## src/rtl/nvm_shadow.sv

```systemverilog
// nvm_shadow: 16-bit word shadow image of a config NVM (MAC, IDs, checksum) built after reset from device DNA.
// Latency: image ready 2*DEPTH+3 cycles after reset release when id_valid is already high; read ack one cycle after accept.
// Backpressure: rd_req/wr_req are level requests held until ack; held off while busy, at most one ack per two cycles per port.
//
// Optional feature: define NVM_SHADOW_WRITE_EN to compile in the write port. Without it the wr_* inputs are
// ignored, wr_ack is tied low and the image changes only through INIT, LOAD_MAC and CSUM.
//
// Ports:
//   clk_i, rst_i          single clock, asynchronous active-low reset
//   id[56:0], id_valid    device DNA; sampled once per reset when id_valid is first seen high
//   rd_req/rd_addr        level read request; rd_ack pulses with rd_data (16'hFFFF beyond DEPTH)
//   wr_req/wr_addr/wr_data level write request; wr_ack pulses one cycle after accept
//   mac_address/mac_valid {MAC_OUI, mac24} and its valid flag
//   busy                  high whenever the image is not in READY

module nvm_shadow #(
    parameter int unsigned ADDR_W      = 6,
    parameter logic [23:0] MAC_OUI     = 24'hEC3F05,
    parameter logic [15:0] ICW1        = 16'h6000,
    parameter logic [15:0] SUB_PID     = 16'h6120,
    parameter logic [15:0] SUB_VID     = 16'hFACE,
    parameter logic [15:0] PID         = 16'h3B00,
    parameter logic [15:0] VID         = 16'h0706,
    parameter logic [15:0] ICW2        = 16'h1000,
    parameter logic [15:0] BAMSO       = 16'h8000,
    parameter logic [15:0] CSUM_TARGET = 16'hBABA
) (
    input  logic        clk_i,
    input  logic        rst_i,
    input  logic [56:0] id,
    input  logic        id_valid,
    input  logic        rd_req,
    input  logic [7:0]  rd_addr,
    output logic        rd_ack,
    output logic [15:0] rd_data,
    input  logic        wr_req,
    input  logic [7:0]  wr_addr,
    input  logic [15:0] wr_data,
    output logic        wr_ack,
    output logic [47:0] mac_address,
    output logic        mac_valid,
    output logic        busy
);

    localparam int unsigned       DEPTH  = 2 ** ADDR_W;
    localparam logic [ADDR_W-1:0] LAST   = ADDR_W'(DEPTH - 1);
    // Request addresses are 8 bits wide; compare them against DEPTH in 9 bits so ADDR_W=8 works too.
    localparam logic [8:0]        DEPTH9 = 9'(DEPTH);

    typedef enum logic [2:0] {
        S_INIT,
        S_WAIT_ID,
        S_LOAD_MAC,
        S_CSUM,
        S_READY
    } state_t;

    state_t            state_q, state_d;
    logic [ADDR_W-1:0] cnt_q, cnt_d;     // word pointer, reused by INIT, LOAD_MAC and CSUM
    logic [15:0]       acc_q, acc_d;     // running checksum
    logic [23:0]       mac24_q;
    logic              latch_mac;

    logic [15:0]       mem [DEPTH];
    logic              mem_we;
    logic [ADDR_W-1:0] mem_waddr;
    logic [15:0]       mem_wdat;

    logic              rd_go;
    logic              rd_in_range;

    // Power-on image content for one word address.
    function automatic logic [15:0] init_word(input logic [ADDR_W-1:0] a);
        logic [7:0] a8;
        a8 = 8'(a);
        case (a8)
            8'h00:   return {MAC_OUI[15:8], MAC_OUI[23:16]};
            8'h01:   return {8'h00, MAC_OUI[7:0]};
            8'h0A:   return ICW1;
            8'h0B:   return SUB_PID;
            8'h0C:   return SUB_VID;
            8'h0D:   return PID;
            8'h0E:   return VID;
            8'h0F:   return ICW2;
            8'h30:   return BAMSO;
            default: return 16'h0000;
        endcase
    endfunction

    // Reads are only served in READY; the rd_ack term keeps a still-held request from being accepted
    // again in the ack cycle, giving at most one ack every two cycles.
    assign rd_go       = (state_q == S_READY) && rd_req && !rd_ack;
    assign rd_in_range = ({1'b0, rd_addr} < DEPTH9);

`ifdef NVM_SHADOW_WRITE_EN
    logic wr_go;
    logic wr_store;
    logic wr_ack_q;

    // A read presented in the same cycle wins; the write is simply retried while wr_req stays high.
    assign wr_go    = (state_q == S_READY) && wr_req && !wr_ack_q && !rd_go;
    // The checksum word and anything past DEPTH are acknowledged but never stored.
    assign wr_store = wr_go && ({1'b0, wr_addr} < (DEPTH9 - 9'd1));

    always_ff @(posedge clk_i or negedge rst_i) begin
        if (!rst_i) begin
            wr_ack_q <= 1'b0;
        end else begin
            wr_ack_q <= wr_go;
        end
    end

    assign wr_ack = wr_ack_q;
`else
    logic unused_wr;
    assign unused_wr = ^{wr_req, wr_addr, wr_data};
    assign wr_ack    = 1'b0;
`endif

    // State register.
    always_ff @(posedge clk_i or negedge rst_i) begin
        if (!rst_i) begin
            state_q <= S_INIT;
        end else begin
            state_q <= state_d;
        end
    end

    // Next state, pointer/accumulator updates and the single memory write port.
    always_comb begin
        state_d   = state_q;
        cnt_d     = cnt_q;
        acc_d     = acc_q;
        latch_mac = 1'b0;
        mem_we    = 1'b0;
        mem_waddr = cnt_q;
        mem_wdat  = 16'h0000;

        case (state_q)
            S_INIT: begin
                mem_we    = 1'b1;
                mem_waddr = cnt_q;
                mem_wdat  = init_word(cnt_q);
                if (cnt_q == LAST) begin
                    cnt_d   = '0;
                    state_d = S_WAIT_ID;
                end else begin
                    cnt_d = cnt_q + 1'b1;
                end
            end

            S_WAIT_ID: begin
                if (id_valid) begin
                    latch_mac = 1'b1;
                    cnt_d     = '0;
                    state_d   = S_LOAD_MAC;
                end
            end

            // Two cycles: cnt_q==0 patches word 1, cnt_q==1 patches word 2.
            S_LOAD_MAC: begin
                mem_we = 1'b1;
                if (cnt_q == '0) begin
                    mem_waddr = ADDR_W'(1);
                    mem_wdat  = {mac24_q[23:16], MAC_OUI[7:0]};
                    cnt_d     = ADDR_W'(1);
                end else begin
                    mem_waddr = ADDR_W'(2);
                    mem_wdat  = {mac24_q[7:0], mac24_q[15:8]};
                    cnt_d     = '0;
                    acc_d     = 16'h0000;
                    state_d   = S_CSUM;
                end
            end

            // Sum words 0..DEPTH-2, then spend one more cycle storing the balancing word.
            S_CSUM: begin
                if (cnt_q == LAST) begin
                    mem_we    = 1'b1;
                    mem_waddr = LAST;
                    mem_wdat  = CSUM_TARGET - acc_q;
                    cnt_d     = '0;
                    state_d   = S_READY;
                end else begin
                    acc_d = acc_q + mem[cnt_q];
                    cnt_d = cnt_q + 1'b1;
                end
            end

            S_READY: begin
`ifdef NVM_SHADOW_WRITE_EN
                if (wr_store) begin
                    mem_we    = 1'b1;
                    mem_waddr = wr_addr[ADDR_W-1:0];
                    mem_wdat  = wr_data;
                    cnt_d     = '0;
                    acc_d     = 16'h0000;
                    state_d   = S_CSUM;
                end
`endif
            end

            default: begin
                cnt_d   = '0;
                state_d = S_INIT;
            end
        endcase
    end

    // Datapath registers and output flops.
    always_ff @(posedge clk_i or negedge rst_i) begin
        if (!rst_i) begin
            cnt_q     <= '0;
            acc_q     <= 16'h0000;
            mac24_q   <= 24'h000000;
            mac_valid <= 1'b0;
            rd_ack    <= 1'b0;
            rd_data   <= 16'h0000;
        end else begin
            cnt_q <= cnt_d;
            acc_q <= acc_d;
            // The DNA is taken once; WAIT_ID is never re-entered before the next reset.
            if (latch_mac) begin
                mac24_q <= 24'(id[56:48]) + id[47:24] + id[23:0];
            end
            if ((state_q == S_LOAD_MAC) && (cnt_q != '0)) begin
                mac_valid <= 1'b1;
            end
            rd_ack <= rd_go;
            if (rd_go) begin
                rd_data <= rd_in_range ? mem[rd_addr[ADDR_W-1:0]] : 16'hFFFF;
            end
        end
    end

    // Image storage; every word is rewritten by INIT after reset, so it needs no reset of its own.
    always_ff @(posedge clk_i) begin
        if (mem_we) begin
            mem[mem_waddr] <= mem_wdat;
        end
    end

    assign mac_address = {MAC_OUI, mac24_q};
    assign busy        = (state_q != S_READY);

endmodule

```

## config.mk

```make
export PLATFORM = sky130hd
export DESIGN_NAME = nvm_shadow
export DESIGN_NICKNAME = d
export VERILOG_FILES = /design/src/rtl/nvm_shadow.sv
export SDC_FILE = /design/constraint.sdc
export NUM_CORES = 2
export LEC_CHECK = 0
export CORE_AREA = 2 2 366 368
export CTS_CLUSTER_SIZE = 24
export DETAILED_ROUTE_END_ITERATION = 8
export DIE_AREA = 0 0 368 370
export SYNTH_ARGS = -nofsm -noshare
export SYNTH_HDL_FRONTEND = slang
export SYNTH_SLANG_ARGS = --single-unit
```

## constraint.sdc

```tcl
create_clock -name clk_i -period 5.65 [get_ports clk_i]
set_clock_uncertainty 0.1 [all_clocks]
set_input_delay 0.565 -clock clk_i [delete_from_list [all_inputs] [get_ports clk_i]]
set_output_delay 0.565 -clock clk_i [all_outputs]
set_load 0.01 [all_outputs]
```

==> results.txt <==
Outcome - completed
Post-synth EDFFs - 1,024
Largest net degree at the start of global routing - 76
Hpwl dp - 101,300 um
RD Place Congestion - 0.8789
DP Cell Count - 4,465
CTS root buf - clkbuf_16
Congestion Overflow GR - 0
Worst skew pair latency - 0.71 ns
Vias - 29,370
Cells on worst reg2reg path - 13
Unrepaired setup endpoints after global routing - false
Tcrit/Tclk final - 89.37%
Port bufs - 111
Register area share after synthesis - 61.71%
Worst-path clk slew - 0.07 ns
Area delta synth->final - 15.76%
Final ANT Viol Nets - 0
Ys async rst share - 6.141%
CTS tree - yes
H-Tree Depth - 3
Total global-route track usage - 23.27%
Number of global-route vias before repair - 30,010
Synth Register Bits - 1,091
Required time of the worst setup path - 6.14 ns
Kind of critical path - flip-flop to flip-flop
Leading cell type in the layout, fill and taps excluded - edfxtp_1
CTS resizes - 0
DRT Pass-1 Iters - 8
Slew headroom - 18.97%
Crit-path cells - buf_4, buf_12, mux4_2, mux4_2, mux4_2, ha_1, nor4_1, o21ai_0, a31oi_1, a21oi_1, a21oi_1, xnor2_1, a22o_1
Delay of the slowest critical-path stage - 0.80 ns
Reg-to-Reg End - acc_q[14]
Chip height - 370 um
Worst flop-to-flop path startpoint - cnt_q[1]
Total negative slack - 0 ns
Number of fill cells - 11,060
Setup crit end kind - flip-flop
Mapped Area - 52,540 um^2
Internal power - 0.01326 W
Core area - 132,500 um^2
Setup violators final - 0
Synth warnings - 0
Post-CTS Hold Buffers - 1
Dpl cell area - 57,110 um^2
Leading area contributor after synthesis - edfxtp_1
WP data arrival - 5.54 ns
Routed WL per cell - 33.75 um
CP max FO - 31
Leak pwr - 15.48 nW
Pre-CTS setup slack - 0.6973 ns
Die Area - 136,200 um^2
Max Buffers Root-to-Sink - 3
First-pass GRT wire length - 224,300 um
Fmax - 0.1980 GHz
Final instance area - 60,820 um^2
Setup repair bufs after CTS - 0
Die width - 368 um
Distinct cells, synth - 61
Worst min path class - input pin to async pin
Comb pwr share - 3.5%
Ratio of cells with drive above 1 in the final layout - 37.93%
Critical Path Source Type - flip-flop
CP max-delay cell - dfrtp_4
Synth top area share - 58.52%
Final min period - 5.049 ns
Synth Instances - 2,594
Sequential Power Share - 52.0%
Final wirelength - 157,900 um
Crit-path most repeated cell - mux4_2
PnR worst setup slack - 0.6006 ns
I/O pin count - 162
Synth area leaders - edfxtp_1 (59%), mux4_2 (28%), dfrtp_1 (3.2%)
Final Net Count - 2,973
Hold Fails Final Rpt - 0
Worst-Margin Slew - 1.207 ns
Top_reg_cell synth - edfxtp_1
Clk pwr share - 44.5%
Average size of a mapped cell - 20.26 um^2
Switch Pwr - 0.003511 W
Commonest cells after routing, fill and taps aside - edfxtp_1 (1,024), mux4_2 (664), buf_4 (138)
Max_cap viols - 0
Sw frac - 20.94%
1st-iter DRT viols - 3,702
Initial Util - 39.67%
TritonCTS Buffers - 112
Avg Vias per Cell - 6.279
Layout Cells excl Fill - 4,677
WHS - 0.1242 ns
R2r setup slk - 0.60 ns
Max-slew violations - 0
Pwr per Cell Area - 275.7 nW/um^2
Initial antenna violation count - 12
Peak supply drop - 0.2401 mV
DRC - 0
Cell Rows - 134
Clock sink count - 1,091
-- critical path: cells and delay by family, from the launching register on --
kind / cells / cell delay [ns]
buf+inv: 2 / 0.61
simple gates: 1 / 0.39
xor+xnor: 1 / 0.08
flops: 1 / 0.80
fa+ha+maj: 1 / 0.24
mux: 3 / 1.55
compound gates: 5 / 1.08
-- cell families after synthesis --
| kind of cell | count (synthesis) | synth area share (%) |
|---|---|---|
| AO/OA/AOI/OAI | 211 | 2.674 |
| AND/OR/NAND/NOR | 280 | 2.379 |
| buffers and inverters | 217 | 1.926 |
| multiplexers | 680 | 28.77 |
| adder cells (fa/ha/maj) | 67 | 1.753 |
| other | 2 | 0.01429 |
| XOR/XNOR | 46 | 0.7667 |
| flip-flops | 1091 | 61.71 |
-- state kept, by name, summed over array words and instances, names as in the netlist --
signal	count
mem	1024
mac24_q	24
acc_q	16
rd_data	16
cnt_q	6
state_q	3
mac_valid	1
rd_ack	1
-- through the flow --
| step | util (%) | power [W] |
|---|---|---|
| finish | 45.92 | 0.01677 |
| floorplan | - | 0.009290 |
| CTS | 45.92 | 0.01689 |
| global placement | 43.12 | 0.009469 |
| global route | 45.92 | 0.01723 |
| detailed placement | 43.12 | 0.009475 |
-- routing by layer --
metal,wire length (um),share of wire (%),track usage (%),up-vias
met5,64,0.041,0,-
met3,15380,9.7,4.983,283
met2,76710,49,37.75,1652
met4,4995,3.2,6.813,8
li1,-,-,-,11630
met1,60710,38,31.79,15790
-- worst max-delay path by stage --
stage / startpoint / to / depth (start not counted)
global placement: cnt_q[1] / acc_q[14] / 13
detailed placement: cnt_q[1] / acc_q[14] / 13
CTS: cnt_q[1] / acc_q[14] / 13
global route: cnt_q[1] / acc_q[15] / 14
finish: cnt_q[1] / acc_q[14] / 13
floorplan: acc_q[1] / mem[0][15] / 8
-- power groups by stage --
stage	registers (W)	logic, W	clock network, W
CTS	0.00872	0.000590	0.00759
finish	0.00872	0.000583	0.00747
global route	0.00871	0.000633	0.00789
floorplan	0.00889	0.000399	0
global placement	0.00889	0.000582	0
detailed placement	0.00889	0.000586	0
-- Yosys cell counts, types with 4 or more instances --
cell,number
mux4_2,664
clkbuf_1,93
a21oi_1,44
a22o_1,13
o21ai_0,52
nor4_1,4
dfrtp_1,67
and2_1,5
a211o_1,5
nor2_1,104
mux2i_1,12
a211oi_1,9
inv_1,12
or3_1,5
o22a_1,16
mux2_2,4
and3_1,4
nand2b_1,9
nand3_1,18
nand4_1,4
nor3_1,15
xor2_1,17
o31ai_1,8
buf_4,29
a221o_1,4
a31oi_1,7
fa_1,11
nor3b_1,5
a22oi_1,5
ha_1,56
buf_1,27
nand2_1,90
a21o_1,18
nor2b_1,9
o211ai_1,5
xnor2_1,29
buf_2,53
edfxtp_1,1024
-- layout make-up --
class / count / area [um^2] / share of cell area (%)
clock inverters: 69 / 651.9 / 1.072
flip-flops and latches: 1091 / 32440 / 53.34
diodes: 1 / 2.502 / 0.004114
multi-input cells: 1309 / 19510 / 32.08
clock buffers: 141 / 3048 / 5.011
repair buffers: 286 / 2913 / 4.789
inverters: 12 / 45.04 / 0.07405
well taps: 1768 / 2212 / 3.637
Power figures use the tool's default switching activity.
